**src/rtl/eff_sel_ctrl.sv**
```systemverilog
// Click-free effect-selection controller.
// Switches are synchronised and debounced. Every accepted change of the target select
// word runs one sequence: ramp the output gain to zero, swap the select word, discard
// stale samples at zero gain, then ramp the gain back to unity. Samples keep flowing.
module eff_sel_ctrl #(
  parameter int DATA_WIDTH      = 24,
  parameter int SEL_WIDTH       = 16,
  parameter int DEBOUNCE_CYCLES = 1_000_000,
  parameter int RAMP_LOG2       = 8,
  parameter int FLUSH_SAMPLES   = 64
) (
  input  logic                  clk,
  input  logic                  rst,
  input  logic                  en_i,
  input  logic [SEL_WIDTH-1:0]  sw_i,
  output logic [SEL_WIDTH-1:0]  sel_o,
  input  logic [DATA_WIDTH-1:0] data_i,
  input  logic                  vld_i,
  output logic [DATA_WIDTH-1:0] data_o,
  output logic                  vld_o,
  output logic                  busy_o
);

  localparam int SYNC_W = SEL_WIDTH + 1;
  localparam int DB_W   = $clog2(DEBOUNCE_CYCLES + 1);
  localparam int GAIN_W = RAMP_LOG2 + 1;
  localparam int FL_W   = $clog2(FLUSH_SAMPLES + 1);
  localparam int PROD_W = DATA_WIDTH + RAMP_LOG2 + 2;
  localparam logic [GAIN_W-1:0] GAIN_UNITY = {1'b1, {RAMP_LOG2{1'b0}}};

  typedef enum logic [2:0] {
    S_IDLE,
    S_RAMP_DN,
    S_SWAP,
    S_FLUSH,
    S_RAMP_UP
  } state_t;

  logic [SYNC_W-1:0]     r_sync1, r_sync2, r_stable;
  logic [DB_W-1:0]       r_db_cnt;
  state_t                r_state, w_state_next;
  logic [GAIN_W-1:0]     r_gain, w_gain_next;
  logic [FL_W-1:0]       r_flush_cnt, w_flush_next;
  logic [SEL_WIDTH-1:0]  r_tgt, w_tgt_next;
  logic [SEL_WIDTH-1:0]  r_sel, w_sel_next;
  logic [DATA_WIDTH-1:0] r_data;
  logic                  r_vld, r_busy;
  logic [SEL_WIDTH-1:0]  w_target;
  logic                  w_req;
  logic signed [PROD_W-1:0] w_product;

  // Two-flop synchroniser for the enable bit and the switch word together
  always_ff @(posedge clk or posedge rst) begin
    if (rst) begin
      r_sync1 <= '0;
      r_sync2 <= '0;
    end else begin
      r_sync1 <= {en_i, sw_i};
      r_sync2 <= r_sync1;
    end
  end

  // Debounce: accept the synced word once it has differed from the stable word, unchanged,
  // for DEBOUNCE_CYCLES cycles; any movement of the synced word restarts the count
  always_ff @(posedge clk or posedge rst) begin
    if (rst) begin
      r_stable <= '0;
      r_db_cnt <= '0;
    end else if ((r_sync1 != r_sync2) || (r_sync2 == r_stable)) begin
      r_db_cnt <= '0;
    end else if (r_db_cnt == DB_W'(DEBOUNCE_CYCLES - 1)) begin
      r_stable <= r_sync2;
      r_db_cnt <= '0;
    end else begin
      r_db_cnt <= r_db_cnt + DB_W'(1);
    end
  end

  assign w_target = r_stable[SEL_WIDTH] ? r_stable[SEL_WIDTH-1:0] : '0;
  assign w_req    = (w_target != r_sel);

  // Sequencer state and its counters
  always_ff @(posedge clk or posedge rst) begin
    if (rst) begin
      r_state     <= S_IDLE;
      r_gain      <= GAIN_UNITY;
      r_flush_cnt <= '0;
      r_tgt       <= '0;
      r_sel       <= '0;
      r_busy      <= 1'b0;
    end else begin
      r_state     <= w_state_next;
      r_gain      <= w_gain_next;
      r_flush_cnt <= w_flush_next;
      r_tgt       <= w_tgt_next;
      r_sel       <= w_sel_next;
      r_busy      <= (r_state != S_IDLE);
    end
  end

  // Next-state logic; gain and flush counter only move on valid samples
  always_comb begin
    w_state_next = r_state;
    w_gain_next  = r_gain;
    w_flush_next = r_flush_cnt;
    w_tgt_next   = r_tgt;
    w_sel_next   = r_sel;
    case (r_state)
      S_IDLE: begin
        w_gain_next = GAIN_UNITY;
        if (w_req) begin
          w_tgt_next   = w_target;
          w_state_next = S_RAMP_DN;
        end
      end
      S_RAMP_DN: begin
        if (vld_i) begin
          w_gain_next = r_gain - GAIN_W'(1);
          if (r_gain == GAIN_W'(1)) w_state_next = S_SWAP;
        end
      end
      S_SWAP: begin
        w_sel_next   = r_tgt;
        w_flush_next = FL_W'(FLUSH_SAMPLES);
        w_state_next = S_FLUSH;
      end
      S_FLUSH: begin
        if (vld_i) begin
          w_flush_next = r_flush_cnt - FL_W'(1);
          if (r_flush_cnt == FL_W'(1)) w_state_next = S_RAMP_UP;
        end
      end
      S_RAMP_UP: begin
        if (vld_i) begin
          w_gain_next = r_gain + GAIN_W'(1);
          if (r_gain == GAIN_UNITY - GAIN_W'(1)) w_state_next = S_IDLE;
        end
      end
      default: w_state_next = S_IDLE;
    endcase
  end

  // Signed sample times unsigned gain; the shift floors toward -inf and unity is exact
  assign w_product = PROD_W'($signed(data_i)) * PROD_W'($signed({1'b0, r_gain}));

  // One-cycle registered datapath; output holds between valid samples
  always_ff @(posedge clk or posedge rst) begin
    if (rst) begin
      r_data <= '0;
      r_vld  <= 1'b0;
    end else begin
      r_vld <= vld_i;
      if (vld_i) r_data <= DATA_WIDTH'(w_product >>> RAMP_LOG2);
    end
  end

  assign sel_o  = r_sel;
  assign data_o = r_data;
  assign vld_o  = r_vld;
  assign busy_o = r_busy;

endmodule

```
**config.mk**
```make
export PLATFORM = sky130hd
export DESIGN_NAME = eff_sel_ctrl
export DESIGN_NICKNAME = d
export VERILOG_FILES = /design/src/rtl/eff_sel_ctrl.sv
export SDC_FILE = /design/constraint.sdc
export NUM_CORES = 1
export LEC_CHECK = 0
export CORE_MARGIN = 2
export CORE_UTILIZATION = 62
export CTS_CLUSTER_DIAMETER = 100
export DETAILED_ROUTE_END_ITERATION = 8
export GPL_TIMING_DRIVEN = 0
export PLACE_DENSITY = 0.82
export SLEW_MARGIN = 20
export SYNTH_ARGS = -nofsm -noshare
export SYNTH_HDL_FRONTEND = slang
export SYNTH_SLANG_ARGS = --single-unit
```
**constraint.sdc**
```tcl
create_clock -name clk -period 6.53 [get_ports clk]
set_clock_uncertainty 0.05 [all_clocks]
set_input_delay 1.306 -clock clk [delete_from_list [all_inputs] [get_ports clk]]
set_output_delay 1.306 -clock clk [all_outputs]
set_load 0.05 [all_outputs]
```
## Word-level counts from Yosys, hierarchy flattened

Index checks and enable logic that the tools add are counted.
W data, S select, Z words.

| cells by class | value |
|---|---|
| add/subtract/negate cells | 4 |
| multiply operators | 1 |
| equality and inequality tests | 18 |
| multiplexer cells | 16 |
| bitwise logic cells | 1 |
| reduce and logical (&&, ||, !) cells | 10 |

Operators with widths:

| cell | number |
|---|---|
| $mux W20 | 2 |
| $mul A24 B10 Y32 | 1 |
| $pmux W9 S3 | 1 |
| $mux W3 | 7 |
| $add A20 B1 Y20 const B | 1 |
| $eq A20 B20 Y1 const B | 1 |
| $mux W9 | 2 |
| $eq A17 B17 Y1 | 1 |
| $ne A17 B17 Y1 | 1 |
| $mux W16 | 1 |
| $ne A16 B16 Y1 | 1 |
| $pmux W3 S5 | 1 |
| $ne A2 B2 Y1 const B | 7 |
| $pmux W7 S2 | 1 |
| $add A9 B1 Y9 const B | 1 |
| $eq A9 B1 Y1 const B | 1 |
| $eq A9 B8 Y1 const B | 1 |
| $sub A9 B1 Y9 const B | 1 |
| $eq A7 B1 Y1 const B | 1 |
| $mux W7 | 1 |
| $reduce_and A7 Y1 | 1 |
| $sub A7 B1 Y7 const B | 1 |
| $eq A3 B2 Y1 const B | 2 |
| $reduce_and A2 Y1 | 3 |
| other kinds (8) | 9 |

| storage, ports and cells | value |
|---|---|
| register bits after elaboration | 148 |
| input bits | 44 |
| output and inout bits | 42 |

## Longest topological paths before layout

| depth | value |
|---|---|
| depth in word-level cells | 4 |
| mapped depth | 22 |
| gate-level depth less buffers | 20 |

## Least setup slack after synthesis

Ideal clock, no wire load.

| path | value |
|---|---|
| path kind | in2reg |
| start point | in data_i[7] |
| end point | reg r_data[22] (netlist: data_o[22]) |
| library setup time | 131 ps |
| arrival | 6169 ps |
| path slack | 180 ps |
| stages | 20 |
| path buffers | 1 |
| cells stage by stage | buf_1 nand2_1 fa_1 inv_1 fa_1 inv_1 fa_1 inv_1 fa_1 inv_1 fa_1 inv_1 ha_1 o21ai_0 nor4_1 o31ai_1 nand3_2 a211oi_1 nor3_1 or3b_1 |

| between the ends | value |
|---|---|
| longest elaborated chain between the ends | 1 |

RTL lines:

| item | RTL line | RTL |
|---|---|---|
| from (decl) | 17 | `input logic [DATA_WIDTH-1:0] data_i,` |
| $mul A24 B10 Y32 | 144 | `assign w_product = PROD_W'($signed(data_i)) * PROD_W'($signed({1'b0, r_gain}));` |
| to (signal assigned) | 153 | `if (vld_i) r_data <= DATA_WIDTH'(w_product >>> RAMP_LOG2);` |
| to (decl) | 46 | `logic [DATA_WIDTH-1:0] r_data;` |

Every way passes these cells.
A chain may end at the register's enable or synchronous reset.

## Final worst setup path

| path | value |
|---|---|
| start point | in data_i[3] |
| end point | reg r_data[19] (netlist: data_o[19]) |

The elaborated chain is that of the path after synthesis.

==> metrics.md <==
| Metric | Value |
|---|---|
| Status | `finished, final reports clean` |
| Postcts setup bufs | `0` |
| Clock insertion delay at the later pin of the skew report | `between 0.4 and 0.5 ns` |
| Number of enable flip-flop cells after synthesis | `0` |
| # clock sinks | `between 100 and 150` |
| Grt ovf | `0` |
| Final hold viol count | `0` |
| Detail Route Antenna Nets | `0` |
| Post-synth top area share | `26.3%` |
| Chip Width | `~150 µm` |
| Maxcap violations | `0` |
| Via density | `roughly 5.8` |
| Critical Path End Type | `flip-flop` |
| Vias in the first global route | `between 10000 and 15000` |
| Library cells used by synthesis | `67` |
| Largest family of logic cells by synthesized area | `adder cells` |
| Tcrit/Tclk final | `98.1%` |
| Rows | `54` |
| Core Area | `0.0220 mm²` |
| Starting Density | `a little under two thirds` |
| Clock transition at path regs | `0.07 ns` |
| Cts bufs inserted | `17` |
| CTS tree | `yes` |
| Routed len/inst | `approximately 18 µm` |
| Cts hold-fix bufs | `0` |
| CTS H-tree lvls | `4` |
| Min Tclk post-route | `about 6.4 ns` |
| Top cells by area, synth | `dfrtp_1 (26%), fa_1 (24%), ha_1 (6.5%)` |
| Synth top cells by count | `inv_1 (235), nand2_1 (194), fa_1 (170), dfrtp_1 (147), and2_1 (109)` |
| Nature of the critical path startpoint | `input pin` |
| Slew Limit Fails | `0` |
| Post-synthesis simple-gate area fraction | `16.6%` |
| Routed WL | `33900 µm` |
| HP Class | `reg -> reg` |
| Worst-path fanout max | `10` |
| Worst-margin pin slew | `between 0.9 and 1 ns` |
| Ant diodes | `0` |
| Synth Warn # | `0` |
| Crit path required time | `just under 7 ns` |
| RSZ-0062 raised after global routing | `yes` |
| Clock Path Buffers | `2` |
| Leading area contributor after synthesis | `dfrtp_1` |
| Nets | `about 1900` |
| Final Wtd Congestion | `~0.9` |
| Share of async-settable or async-resettable flops after synthesis | `100%` |
| Share of the yosys chip area belonging to registers | `roughly a quarter` |
| DRT iter0 DRCs | `870` |
| Worst EP arrival | `between 6 and 7 ns` |
| Die ar. | `0.0238 mm²` |
| Flop2flop setup slack | `0.17 ns` |
| Synth Instances | `~1500` |
| Chip height | `roughly 150 µm` |
| Number of synthesized register bits | `148` |
| Buffers added on ports | `70` |
| Setup Crit Path Kind | `in -> reg` |
| Max Fclk | `between 0.15 and 0.2 GHz` |
| Syn Area/Cell | `about 9.5 µm²` |
| Compound-cell area share of the yosys netlist | `between 8 and 9%` |
| Area growth from synthesis to layout | `12.5%` |
| Via count | `10900` |
| Detailed-placement wirelength estimate | `between 20000 and 30000 µm` |
| Adder-cell share of the synthesized area | `between 30% and 40%` |
| Setup TNS | `0 ns` |
| Netlist Area Pre-Place | `0.0140 mm²` |
| Top-count cell post-synth | `inv_1` |
| I/O pins | `86` |
| Post-synth net total | `approximately 1800` |
| Final setup vio count | `0` |
| DRC Markers | `0` |
| Clock Tree Root | `clkbuf_16` |
| Total track usage | `a little under a third` |
| Pin count of the biggest net entering global routing | `93` |
| Mux share of post-synthesis cell area | `~3.9%` |
| Synth Area in XOR/XNOR | `about 5.4%` |
| Layout cells sized above 1 | `7.60%` |
| Most used flip-flop cell after synthesis | `dfrtp_1` |
| Initial antenna violation count | `0` |
| Worst hold slack | `around 0.35 ns` |
| DRT Pass-1 Iters | `5` |
| Rel. slew slack | `a little over a third` |
| First-pass GRT wire length | `roughly 58000 µm` |
per-stage QoR:
step	util [%]	instances	instance area, µm²	setup WS [ns]
after floorplan	-	1478	14000	0.180
after global placement	68.5	1828	15000	-0.766
after detailed placement	68.6	1829	15100	-0.780
after CTS	71.5	1860	15700	0.00887
after global routing	71.6	1859	15700	-0.0299
final	71.6	1859	15700	0.125
placed cells by master, fill, tap and decap left out, types with 4 or more instances in the layout:
| cell | instances |
|---|---|
| inv_1 | 234 |
| nand2_1 | 194 |
| fa_1 | 170 |
| dfrtp_1 | 147 |
| and2_1 | 109 |
| ha_1 | 73 |
| nor2_1 | 64 |
| clkdlybuf4s50_1 | 62 |
| xnor2_1 | 60 |
| o21ai_0 | 55 |
| a21oi_1 | 35 |
| clkbuf_2 | 31 |
| clkbuf_1 | 30 |
| xor2_1 | 26 |
| nand3_1 | 21 |
| mux2_2 | 19 |
| mux2i_1 | 18 |
| nand4_1 | 17 |
| clkbuf_16 | 17 |
| a21o_1 | 12 |
| nor3_1 | 11 |
| mux2_4 | 10 |
| a31oi_1 | 9 |
| nor4_1 | 9 |
| a22oi_1 | 8 |
| o22ai_1 | 8 |
| nand3b_1 | 7 |
| or3_1 | 6 |
| and3_1 | 6 |
| a22o_1 | 6 |
| a221o_1 | 5 |
| nand2b_1 | 5 |
| buf_2 | 4 |
| a211oi_1 | 4 |
| a211oi_2 | 4 |
| inv_8 | 4 |
| inv_6 | 4 |
flip-flops by register name, indices dropped and copies added, names as in the netlist:
name,cells
sel_o,16
r_sync2,17
r_tgt,16
r_db_cnt,20
r_stable,17
r_state,3
r_sync1,17
vld_o,1
r_flush_cnt,7
busy_o,1
data_o,24
r_gain,9
area by class of cell:
type                       instances  area [µm²]
clock buffer                      18         439
sequential                       148        3700
multi-input combinational       1025        9120
inverter                         235         890
clock inverter                    14         191
fill                            1551        6230
tap                              280         350
buffer                            68         325
timing repair buffer              71         707
logic make-up after synthesis:
family,after synthesis
AO/OA/AOI/OAI,177
XOR/XNOR,86
adder cells (fa/ha/maj),243
buffers and inverters,305
flip-flops,148
multiplexers,47
AND/OR/NAND/NOR,472
per-layer routing:
layer,track usage [%],up-vias,share of wire [%]
met5,0,-,0
met4,13.2,0,3.9
met3,5.50,104,7.2
met2,49.8,408,48
met1,41.4,5452,41
li1,-,4888,-
final timing paths:
| path | cells after the start | end | startpoint |
|---|---|---|---|
| max | 20 | data_o[19] | data_i[3] |
| min | 0 | r_sync2[14] | r_sync1[14] |
| max reg2reg | 20 | data_o[19] | r_gain[3] |
| min reg2reg | 0 | r_sync2[14] | r_sync1[14] |
| max in group asynchronous | 3 | r_gain[8] | rst |
| min in group asynchronous | 2 | r_db_cnt[17] | rst |
critical path, stage by stage:
cell and delay (ns):
dlygate4sd2_1 0.33, and2_1 0.23, fa_1 0.44, fa_1 0.48, inv_1 0.05, fa_1 0.53
inv_1 0.05, fa_1 0.48, inv_1 0.06, fa_1 0.47, inv_1 0.04, ha_1 0.31
o21ai_1 0.23, nor4_2 0.09, or3_1 0.37, a21o_1 0.25, a31oi_2 0.23, clkbuf_4 0.25
o21ai_0 0.14, a221o_1 0.32
repair_timing:
| item | 4_1_cts | 5_1_grt |
|---|---|---|
| cloned | 0 | 0 |
| gates resized for setup | 16 | 47 |
| endpoints found under the setup margin | 13 | 13 |
Power is not shown: default switching activity piles up to over one toggle a cycle in this logic, so the estimate is an artifact.
